## src/rtl/mips_multicycle_ctrl.sv

```systemverilog
// Multicycle MIPS control FSM: sequences one instruction over 3-5 clocks
// through a shared ALU/memory datapath, with memory-ready stalls, optional
// LUI/ORI support and a sticky illegal-instruction trap.
//
// state    | meaning
// ---------+---------------------------------------------------------
// FETCH    | read instruction at PC, PC <= PC+4 once memory is ready
// DECODE   | read registers, precompute branch target
// MEMADR   | compute load/store address rs + sign-ext imm
// MEMRD    | read data memory at ALUOut until ready
// MEMWB    | write loaded data into rt
// MEMWR    | write rt to data memory at ALUOut until ready
// EXECUTE  | R-type ALU operation on rs, rt
// ALUWB    | write ALU result into rd
// BRANCH   | BEQ compare, load PC with branch target when equal
// IMMEXEC  | ADDI / ORI / LUI ALU operation with extended immediate
// IMMWB    | write immediate result into rt
// JUMP     | load PC with jump target
// TRAP     | unsupported instruction, hold until reset
module mips_multicycle_ctrl #(
  parameter bit MEM_READY_EN = 1'b1,
  parameter bit IMM_LOGIC_EN = 1'b1,
  parameter int ALUCTRL_W    = 4
) (
  input  logic                 clk,
  input  logic                 reset_n,
  input  logic [5:0]           op,
  input  logic [5:0]           funct,
  input  logic                 zero,
  input  logic                 mem_ready,
  output logic                 iord,
  output logic                 memwrite,
  output logic                 irwrite,
  output logic                 pcen,
  output logic                 regwrite,
  output logic                 regdst,
  output logic                 memtoreg,
  output logic                 alusrca,
  output logic [1:0]           alusrcb,
  output logic [1:0]           pcsrc,
  output logic [1:0]           immtype,
  output logic [ALUCTRL_W-1:0] alucontrol,
  output logic [3:0]           state,
  output logic                 illegal
);

  typedef enum logic [3:0] {
    S_FETCH   = 4'd0,
    S_DECODE  = 4'd1,
    S_MEMADR  = 4'd2,
    S_MEMRD   = 4'd3,
    S_MEMWB   = 4'd4,
    S_MEMWR   = 4'd5,
    S_EXECUTE = 4'd6,
    S_ALUWB   = 4'd7,
    S_BRANCH  = 4'd8,
    S_IMMEXEC = 4'd9,
    S_IMMWB   = 4'd10,
    S_JUMP    = 4'd11,
    S_TRAP    = 4'd15
  } state_t;

  localparam logic [5:0] OP_RTYPE = 6'b000000;
  localparam logic [5:0] OP_LW    = 6'b100011;
  localparam logic [5:0] OP_SW    = 6'b101011;
  localparam logic [5:0] OP_BEQ   = 6'b000100;
  localparam logic [5:0] OP_ADDI  = 6'b001000;
  localparam logic [5:0] OP_LUI   = 6'b001111;
  localparam logic [5:0] OP_ORI   = 6'b001101;
  localparam logic [5:0] OP_J     = 6'b000010;

  localparam logic [5:0] FN_ADD = 6'b100000;
  localparam logic [5:0] FN_SUB = 6'b100010;
  localparam logic [5:0] FN_AND = 6'b100100;
  localparam logic [5:0] FN_OR  = 6'b100101;
  localparam logic [5:0] FN_SLT = 6'b101010;

  localparam logic [ALUCTRL_W-1:0] ALU_ADD = ALUCTRL_W'(4'b0010);
  localparam logic [ALUCTRL_W-1:0] ALU_SUB = ALUCTRL_W'(4'b0110);
  localparam logic [ALUCTRL_W-1:0] ALU_AND = ALUCTRL_W'(4'b0000);
  localparam logic [ALUCTRL_W-1:0] ALU_OR  = ALUCTRL_W'(4'b0001);
  localparam logic [ALUCTRL_W-1:0] ALU_SLT = ALUCTRL_W'(4'b0111);

  state_t state_q, state_d;
  logic   rdy;
  logic   pcwrite, branch, irwrite_s, regwrite_s, memwrite_s;

  assign rdy   = MEM_READY_EN ? mem_ready : 1'b1;
  assign state = state_q;

  // State register; reset returns to FETCH without waiting for a clock.
  always_ff @(posedge clk or negedge reset_n) begin
    if (!reset_n) state_q <= S_FETCH;
    else          state_q <= state_d;
  end

  // Next-state selection and Moore outputs; every output defaults to 0.
  always_comb begin
    state_d    = state_q;
    iord       = 1'b0;
    memwrite_s = 1'b0;
    irwrite_s  = 1'b0;
    pcwrite    = 1'b0;
    branch     = 1'b0;
    regwrite_s = 1'b0;
    regdst     = 1'b0;
    memtoreg   = 1'b0;
    alusrca    = 1'b0;
    alusrcb    = 2'b00;
    pcsrc      = 2'b00;
    immtype    = 2'b00;
    alucontrol = '0;
    illegal    = 1'b0;
    case (state_q)
      S_FETCH: begin
        alusrcb    = 2'b01;
        alucontrol = ALU_ADD;
        irwrite_s  = rdy;
        pcwrite    = rdy;
        if (rdy) state_d = S_DECODE;
      end
      S_DECODE: begin
        alusrcb    = 2'b11;
        alucontrol = ALU_ADD;
        case (op)
          OP_LW, OP_SW:   state_d = S_MEMADR;
          OP_RTYPE:       state_d = S_EXECUTE;
          OP_BEQ:         state_d = S_BRANCH;
          OP_ADDI:        state_d = S_IMMEXEC;
          OP_LUI, OP_ORI: state_d = IMM_LOGIC_EN ? S_IMMEXEC : S_TRAP;
          OP_J:           state_d = S_JUMP;
          default:        state_d = S_TRAP;
        endcase
      end
      S_MEMADR: begin
        alusrca    = 1'b1;
        alusrcb    = 2'b10;
        alucontrol = ALU_ADD;
        state_d    = (op == OP_SW) ? S_MEMWR : S_MEMRD;
      end
      S_MEMRD: begin
        iord = 1'b1;
        if (rdy) state_d = S_MEMWB;
      end
      S_MEMWB: begin
        memtoreg   = 1'b1;
        regwrite_s = 1'b1;
        state_d    = S_FETCH;
      end
      S_MEMWR: begin
        iord       = 1'b1;
        memwrite_s = 1'b1;
        if (rdy) state_d = S_FETCH;
      end
      S_EXECUTE: begin
        alusrca = 1'b1;
        state_d = S_ALUWB;
        case (funct)
          FN_ADD:  alucontrol = ALU_ADD;
          FN_SUB:  alucontrol = ALU_SUB;
          FN_AND:  alucontrol = ALU_AND;
          FN_OR:   alucontrol = ALU_OR;
          FN_SLT:  alucontrol = ALU_SLT;
          default: state_d    = S_TRAP;
        endcase
      end
      S_ALUWB: begin
        regdst     = 1'b1;
        regwrite_s = 1'b1;
        state_d    = S_FETCH;
      end
      S_BRANCH: begin
        alusrca    = 1'b1;
        alucontrol = ALU_SUB;
        pcsrc      = 2'b01;
        branch     = 1'b1;
        state_d    = S_FETCH;
      end
      S_IMMEXEC: begin
        alusrca = 1'b1;
        alusrcb = 2'b10;
        state_d = S_IMMWB;
        case (op)
          OP_ORI: begin
            immtype    = 2'b01;
            alucontrol = ALU_OR;
          end
          OP_LUI: begin
            immtype    = 2'b10;
            alucontrol = ALU_OR;
          end
          default: alucontrol = ALU_ADD;
        endcase
      end
      S_IMMWB: begin
        regwrite_s = 1'b1;
        state_d    = S_FETCH;
      end
      S_JUMP: begin
        pcsrc   = 2'b10;
        pcwrite = 1'b1;
        state_d = S_FETCH;
      end
      S_TRAP: begin
        illegal = 1'b1;
      end
      default: state_d = S_FETCH;
    endcase
  end

  // Write enables are held off for the whole reset window, not just at the edge.
  assign irwrite  = reset_n & irwrite_s;
  assign pcen     = reset_n & (pcwrite | (branch & zero));
  assign regwrite = reset_n & regwrite_s;
  assign memwrite = reset_n & memwrite_s;

endmodule

```

## config.mk

```make
export PLATFORM = sky130hd
export DESIGN_NAME = mips_multicycle_ctrl
export DESIGN_NICKNAME = d
export VERILOG_FILES = /design/src/rtl/mips_multicycle_ctrl.sv
export SDC_FILE = /design/constraint.sdc
export NUM_CORES = 1
export LEC_CHECK = 0
export BUFFER_PORTS_ARGS = -buffer_cell sky130_fd_sc_hd__buf_2
export CORE_UTILIZATION = 44
export CTS_CLUSTER_SIZE = 16
export DETAILED_ROUTE_END_ITERATION = 10
export GPL_TIMING_DRIVEN = 0
export MAX_ROUTING_LAYER = met4
export PLACE_DENSITY = 0.79
export SLEW_MARGIN = 20
export SYNTH_ARGS = -nofsm -noshare
export SYNTH_HDL_FRONTEND = slang
export SYNTH_SLANG_ARGS = --single-unit
```

## constraint.sdc

```tcl
create_clock -name clk -period 1.9 [get_ports clk]
set_clock_uncertainty 0.15 [all_clocks]
set_input_delay 0.475 -clock clk [delete_from_list [all_inputs] [get_ports clk]]
set_output_delay 0.475 -clock clk [all_outputs]
set_load 0.01 [all_outputs]
```

==> results of run 1 <==
## timing repair
action                                  CTS
endpoints found under the setup margin   18
buffers inserted                         18
hold buffers                              1
resized for setup                        59
pin swaps                                15
endpoints found under the hold margin     4
## per-stage QoR
step	hold WS (ns)	setup slack [ns]	setup TNS [ns]	std cells	utilization
after detailed placement	0.156	-0.408	-3.32	164	0.635
after CTS	0.505	-0.241	-1.95	185	0.899
after floorplan	0.0294	-0.0557	-0.141	113	-
after global placement	0.152	-0.300	-2.46	164	0.635
## cells by family after synthesis
family,Yosys count
simple gates,57
compound gates,32
buf+inv,16
flops,4
xor+xnor,2
mux,1
other cells,1
## Yosys cell counts, types with 2 or more instances
cell type,count
nor2_1,14
nand2_1,12
o21ai_0,11
a21oi_1,7
clkbuf_1,6
nand3_1,5
nor3_1,5
buf_2,4
dfrtp_1,4
inv_1,4
nand2b_1,3
nor2b_1,3
a31oi_1,2
nand4b_1,2
nor3b_1,2
nor4_1,2
o221ai_1,2
o22ai_1,2
o31ai_1,2
or3_1,2
xnor2_1,2
==> reports/metrics.yaml, run 1 <==
synth_xor_area_frac: 0.0247
status: "did not finish"
gp_congestion: 0.835
synth-async-reset-ratio: 1.00
fp.dieH_um: 42.2
worst_endpoint: "alucontrol[0]"
synthAdderAreaFrac: 0
syn_area_per_cell_um2: 6.28
yosysSeqAreaShare: 0.141
tritoncts_num_sinks: 4
synthMuxAreaShare: 0.0141
clock_path_buffers: 2
portBuffers: 35
ios: 39
synth_area_um2: 709
die-width_um: 42.2
worstEpCategory: "output port"
yosysWarnings: 0
tool.error: "[ERROR DPL-0038] Utilization greater than 100%, impossible to legalize"
ctsRootBufferMaster: "clkbuf_4"
yosys-top-cells-area: "dfrtp_1 14%, o21ai_0 7.8%, nor2_1 7.4%"
fp-row-count: 14
floorplan.initialDensity: 0.471
synth.distinct_cells: 38
dp_hpwl_mm: 1.77
synth_simple_gate_area_frac: 0.429
synth_edf_count: 0
ys_seq_elements: 4
synth_top_family_by_area: "simple AND/OR/NAND/NOR gates"
synth_nets: 129
h-tree-depth: 1
placed_area_um2: 956
synth_top_cell_by_area: "dfrtp_1"
synth_top_cell_area_share: 0.141
grt_max_degree: 11
synth_compound_gate_area_share: 0.289
synthFlopType: "dfrtp_1"
stop_stage: "global routing (5_1_grt)"
syn_inst: 113
cts_buffers: 3
==> run 2, diff against run 1 <==
--- a/config.mk
+++ b/config.mk
@@ -6,12 +6,11 @@
 export NUM_CORES = 1
 export LEC_CHECK = 0
 export BUFFER_PORTS_ARGS = -buffer_cell sky130_fd_sc_hd__buf_2
-export CORE_UTILIZATION = 44
-export CTS_CLUSTER_SIZE = 16
+export CORE_AREA = 2 2 63 65
 export DETAILED_ROUTE_END_ITERATION = 10
+export DIE_AREA = 0 0 65 67
 export GPL_TIMING_DRIVEN = 0
-export MAX_ROUTING_LAYER = met4
-export PLACE_DENSITY = 0.79
+export PLACE_DENSITY_LB_ADDON = 0.15
 export SLEW_MARGIN = 20
 export SYNTH_ARGS = -nofsm -noshare
 export SYNTH_HDL_FRONTEND = slang
==> reports/metrics.yaml, run 2 <==
grt_use_total: 0.154
wl_per_cell_um: 14.4
cap_violations: 0
arrival_ns: 1.50
vias_per_cell: 4.95
ctsRootBufferMaster: "clkbuf_8"  # was clkbuf_4
clock_path_buffers: 2  # unchanged
min_period_ns: 2.13
synth_top_cell_area_share: 0.141  # unchanged
synth.distinct_cells: 38  # unchanged
synth_edf_count: 0  # unchanged
antenna_found_initial: 0
h-tree-depth: 1  # unchanged
timing.fmax_mhz: 470
ios: 39  # unchanged
dp_hpwl_mm: 2.01  # was 1.77 mm
fp.dieH_um: 67  # was 42.2 um
violations: "negative setup slack"
drt-initial-drc-count: 54
layout-drive-gt1-share: 0.591
p_per_area_nw_per_um2: 1420
leakage_nw: 0.681
grt_pass1_wl_mm: 5.09
cp-start-kind: "register"
wl_mm: 3.22
reg2reg_to: "state[2]$_DFFE_PN0P_"
min_from: "funct[4]"
critical_path_class: "register to primary output"
hold_class: "primary input to register"
vias: 1109
status: "complete, but fails checks"  # was did not finish
path_clk_slew_ns: 0.03
die_area_um2: 4360
timing.hold.ws_ns: 0.507
stdcell_count: 224
synthFlopType: "dfrtp_1"  # unchanged
fin_crit_sh: 1.12
crit_path_max_incr_delay_ns: 0.43
ant_nets: 0
vdd_drop_max_uv: 447
cp_max_fo: 3
grt-ovfl-total: 0
rsz0062_at_grt: "true"
first_pass_iters: 4
layout_commonest_cell: "buf_2"
yosysSeqAreaShare: 0.141  # unchanged
clock_latency_ns: 0.22
grt_max_degree: 11
cts_tree: "yes"
min_to: "state[3]$_DFFE_PN0P_"
nets: 194
grt_pass1_vias: 1067
fin_ws_ns: -0.225
yosys-top-cells-area: "dfrtp_1 14%, o21ai_0 7.8%, nor2_1 7.4%"  # unchanged
final_cell_mix: "32 x buf_2, 19 x buf_4, 11 x buf_6, 8 x nand2_1, 7 x nor2_1"
placed_cells: 196  # was 164
place_ws_ns: -0.371  # was -0.408 ns
fp-row-count: 22  # was 14
slew_viol_final: 0
synth_area_um2: 709  # unchanged
syn_area_per_cell_um2: 6.28  # unchanged
largest_reg_flops: 4
synth_top_cell_by_area: "dfrtp_1"  # unchanged
setup_viol: 17
cts_buffers: 3  # unchanged
r2r_slack_ns: 0.08
synthTopCellsByCount: "14 x nor2_1, 12 x nand2_1, 11 x o21ai_0"  # unchanged
crit_chain: "buf_8 > inv_8 > nand2_8 > or3_4 > o221ai_2 > buf_2"
syn_inst: 113  # unchanged
floorplan.initialDensity: 0.197  # was 0.471
ys_seq_elements: 4  # unchanged
die-width_um: 65  # was 42.2 um
r2r_cells: 6
power_mw: 2.23
min_path_cells: 4
fin_util: 0.435
area_delta_synth_final_pct: 121
gp_congestion: 0.804  # was 0.835
timing.rr.start: "state[2]$_DFFE_PN0P_"
synth-async-reset-ratio: 1.00  # unchanged
portBuffers: 35  # unchanged
synth_nets: 129  # unchanged
end_kind: "primary output"
critical-path-slowest-cell: "or3_4"
tritoncts_num_sinks: 4  # unchanged
finalHoldViolCount: 0
drcViolationCount: 0
cp_data_required_time_ns: 1.27
coreArea_um2: 3610
diodes: 0
yosysMostFrequentCell: "nor2_1"  # unchanged
yosysWarnings: 0  # unchanged
## run 2: cell counts after synthesis
Identical to the previous run, type by type.
## run 2: stage by stage
stage               setup TNS [ns]  instance area (um^2)
finish                       -1.75                  1570
global route                 -2.76                  1570
CTS                          -2.08                  1390
detailed placement           -3.50                   996
global placement             -3.46                   996
floorplan                   -0.141                   761
## run 2: cell families after synthesis
kind of cell    Yosys count  share of synthesized area
simple gates             57                      0.429
compound gates           32                      0.289
buf+inv                  16                     0.0970
flops                     4                      0.141
xor+xnor                  2                     0.0247
mux                       1                     0.0141
other cells               1                    0.00529
## run 2: what timing repair did
item	in CTS	in global routing
gates resized for setup	55	28
gates cloned	0	1
hold buffers	1	0
hold endpoints to repair	4	0
buffers inserted	18	7
pin swaps	10	11
setup endpoints to repair	18	19
## run 2: routing by layer
layer	routed length (um)	global-route usage	up-vias
li1	-	-	543
met2	1510	0.242	39
met4	63	0.0718	0
met5	0	0	-
met3	149	0.0169	6
met1	1500	0.209	521
## run 2: how the worst max path moves through the flow
| stage | from | to | slack (ns) | cells after the start |
|---|---|---|---|---|
| floorplan | op[4] | immtype[0] | -0.06 | 5 |
| detailed placement | state[0]$_DFFE_PN0P_ | alucontrol[0] | -0.37 | 5 |
| global placement | state[0]$_DFFE_PN0P_ | alucontrol[0] | -0.37 | 5 |
| global route | op[2] | alucontrol[0] | -0.27 | 5 |
| finish | state[2]$_DFFE_PN0P_ | alucontrol[0] | -0.23 | 6 |
| CTS | state[2]$_DFFE_PN0P_ | alucontrol[0] | -0.23 | 6 |
## run 2: cell type report
| class | count | area (um^2) |
|---|---|---|
| flip-flops and latches | 4 | 100 |
| multi-input cells | 93 | 737 |
| repair buffers | 61 | 442 |
| fillers | 366 | 2040 |
| plain buffers | 11 | 165 |
| well taps | 48 | 60.1 |
| inverters | 4 | 22.5 |
| clock buffers | 3 | 41.3 |
## run 2: critical path: cells and delay by family, from the launching register on
kind                   cells  cell delay, ns
AND/OR/NAND/NOR            2            0.47
flip-flops                 1            0.39
buffers and inverters      3            0.34
AO/OA/AOI/OAI              1            0.07
## run 2: power by group
part | switching, mW | internal (mW)
registers | 0.0411 | 0.126
clock network | 0.0496 | 0.136
logic | 0.909 | 0.969
total | 1.00 | 1.23
No activity file was read; power rests on OpenSTA's default activity.
==> run 3, diff against run 2 <==
==> constraint.sdc (replaced) <==
create_clock -name clk -period 2.2 [get_ports clk]
set_clock_uncertainty 0.15 [all_clocks]
set_input_delay 0.55 -clock clk [delete_from_list [all_inputs] [get_ports clk]]
set_output_delay 0.55 -clock clk [all_outputs]
set_load 0.01 [all_outputs]
==> reports/metrics.yaml, run 3 (synthesis results as in run 2) <==
fin_ws_ns: -0.00608  # was -0.225 ns
layout_commonest_cell: "buf_2"  # unchanged
vias_per_cell: 4.71  # was 4.95
grt_use_total: 0.131  # was 0.154
ios: 39  # unchanged
endpoint: "alucontrol[0]"  # unchanged
vias: 990  # was 1109
cts_tree: "yes"  # unchanged
grt_pass1_vias: 962  # was 1067
violations: "negative setup slack"  # unchanged
nFillCells: 427  # was 366
floorplan.initialDensity: 0.197  # unchanged
slew_viol_final: 0  # unchanged
reg2reg_to: "state[2]$_DFFE_PN0P_"  # unchanged
fp-row-count: 22  # unchanged
wl_mm: 2.71  # was 3.22 mm
fp.dieH_um: 67  # unchanged
die-width_um: 65  # unchanged
coreArea_um2: 3610  # unchanged
critPathLaunch: "state[2]$_DFFE_PN0P_"  # unchanged
drcViolationCount: 0  # unchanged
end_kind: "primary output"  # unchanged
wl_per_cell_um: 12.9  # was 14.4 um
setup_viol: 1  # was 17
finalHoldViolCount: 0  # unchanged
power_mw: 1.41  # was 2.23 mW
min_period_ns: 2.21
diodes: 0  # unchanged
final_cell_mix: "34 x buf_2, 15 x buf_4, 11 x nor2_1, 11 x nand2_1, 9 x o21ai_0"  # was 32 x buf_2, 19 x buf_4, 11 x buf_6, 8 x nand2_1, 7 x nor2_1
cp_max_fo: 4  # was 3
cp_data_required_time_ns: 1.50  # was 1.27 ns
portBuffers: 35  # unchanged
dp_hpwl_mm: 1.97  # was 2.01 mm
timing.fmax_mhz: 453
p_comb_frac: 0.791  # was 0.842
grt_pass1_wl_mm: 4.37  # was 5.09 mm
antenna_found_initial: 0  # unchanged
vdd_drop_max_uv: 319  # was 447 uV
grt_max_degree: 11  # unchanged
p_per_area_nw_per_um2: 1110  # was 1420 nW/um^2
cts_buffers: 3  # unchanged
critical_path_class: "register to primary output"  # unchanged
die_area_um2: 4360  # unchanged
grt-ovfl-total: 0  # unchanged
ant_nets: 0  # unchanged
nets: 180  # was 194
cp-start-kind: "register"  # unchanged
layout-drive-gt1-share: 0.500  # was 0.591
clock_latency_ns: 0.22  # about the same
ctsHoldBuffers: 0  # was 1
leakage_nw: 0.561  # was 0.681 nW
first_pass_iters: 2  # was 4
p_switching_mw: 0.665  # was 1.00 mW
status: "complete, but fails checks"  # unchanged
cap_violations: 0  # unchanged
pwr-share-clk: 0.108  # was 0.083
critical-path-slowest-cell: "or3_4"  # unchanged
clock_path_buffers: 2  # unchanged
crit_chain: "buf_8 > inv_8 > nand2_8 > or3_4 > o221ai_2 > buf_2"  # unchanged
gp_congestion: 0.758  # was 0.804
arrival_ns: 1.51  # was 1.50 ns
path_clk_slew_ns: 0.03  # about the same
drt-initial-drc-count: 16  # was 54
ctsRootBufferMaster: "clkbuf_8"  # unchanged
rsz0062_at_grt: "true"  # unchanged
timing.rr.start: "state[2]$_DFFE_PN0P_"  # unchanged
p_sw_frac: 0.470  # was 0.448
largest_reg_flops: 4  # unchanged
h-tree-depth: 1  # unchanged
r2r_cells: 5  # was 6
seqPwrFrac: 0.101  # was 0.075
intPower_mw: 0.749  # was 1.23 mW
place_ws_ns: -0.190  # was -0.371 ns
area_delta_synth_final_pct: 79.2  # was 121%
r2r_slack_ns: 0.47  # was 0.08 ns
hold_class: "primary input to asynchronous set/reset pin"  # was primary input to register
tritoncts_num_sinks: 4  # unchanged
fin_crit_sh: 1.00
crit_path_max_incr_delay_ns: 0.42  # was 0.43 ns
-- run 3: cell count changes in the layout (fill, tap and decap cells not counted), moves of 2 or more --
cell	before	now
buf_6	11	2
buf_4	19	15
nor2_1	7	11
o21ai_0	5	9
o21ai_1	4	0
nand2_1	8	11
nor2_4	4	1
buf_2	32	34
buf_8	5	3
clkbuf_16	3	1
clkbuf_4	0	2
-- run 3: layout make-up --
class                   instances  area [um^2]  area share
plain buffers                  11          126      0.0994
clock buffers                   3         41.3      0.0325
inverters                       4         22.5      0.0177
multi-input cells              93          643       0.506
flip-flops and latches          4          100      0.0787
well taps                      48         60.1      0.0472
repair buffers                 47          278       0.219
-- run 3: worst min-delay path by stage --
| stage | end | slack (ns) | depth (start not counted) |
|---|---|---|---|
| 3_5_place_dp | state[1]$_DFFE_PN0P_ | 0.23 | 1 |
| 5_1_grt | state[0]$_DFFE_PN0P_ | 0.02 | 1 |
| 4_1_cts | state[2]$_DFFE_PN0P_ | 0.003 | 1 |
| 3_3_place_gp | state[0]$_DFFE_PN0P_ | 0.23 | 1 |
| 2_1_floorplan | state[0]$_DFFE_PN0P_ | 0.10 | 0 |
| 6_report | state[2]$_DFFE_PN0P_ | 0.01 | 1 |
-- run 3: power groups by stage --
stage          Combinational (mW)  Sequential, mW  Clock, mW
3_5_place_dp                0.817           0.138          0
5_1_grt                      1.22           0.150      0.163
6_report                     1.12           0.143      0.153
4_1_cts                      1.02           0.135      0.160
2_1_floorplan               0.531           0.148          0
3_3_place_gp                0.816           0.134          0
-- run 3: what timing repair did --
item,4_1_cts,5_1_grt
gates resized for setup,38,19
pin swaps,6,4
buffers inserted,7,5
setup endpoints to repair,14,9
-- run 3: worst max-delay path, delay by kind of cell (launching register included) --
family,cells,cell delay [ns]
and+or+nand+nor,2,0.47
AOI/OAI and AO/OA,1,0.07
buffers and inverters,3,0.35
DFF,1,0.39
-- run 3: per-stage QoR --
stage / hold slack, ns / utilization / cell area, um^2 / cells / TNS [ns]
final: 0.0122 / 0.353 / 1270 / 210 / -0.00608
after global routing: 0.0188 / 0.353 / 1270 / 210 / -0.217
after CTS: 0.00292 / 0.327 / 1180 / 205 / -0.0775
after detailed placement: 0.234 / 0.262 / 945 / 196 / -1.08
after global placement: 0.233 / 0.262 / 945 / 196 / -0.917
after floorplan: 0.104 / - / 709 / 113 / 0
-- run 3: per-layer routing --
metal | track usage | routed length [um] | vias to the layer above
li1 | - | - | 514
met1 | 0.153 | 1210 | 448
met2 | 0.235 | 1340 | 24
met3 | 0.0152 | 124 | 4
met4 | 0.0665 | 31 | 0
met5 | 0 | 0 | -
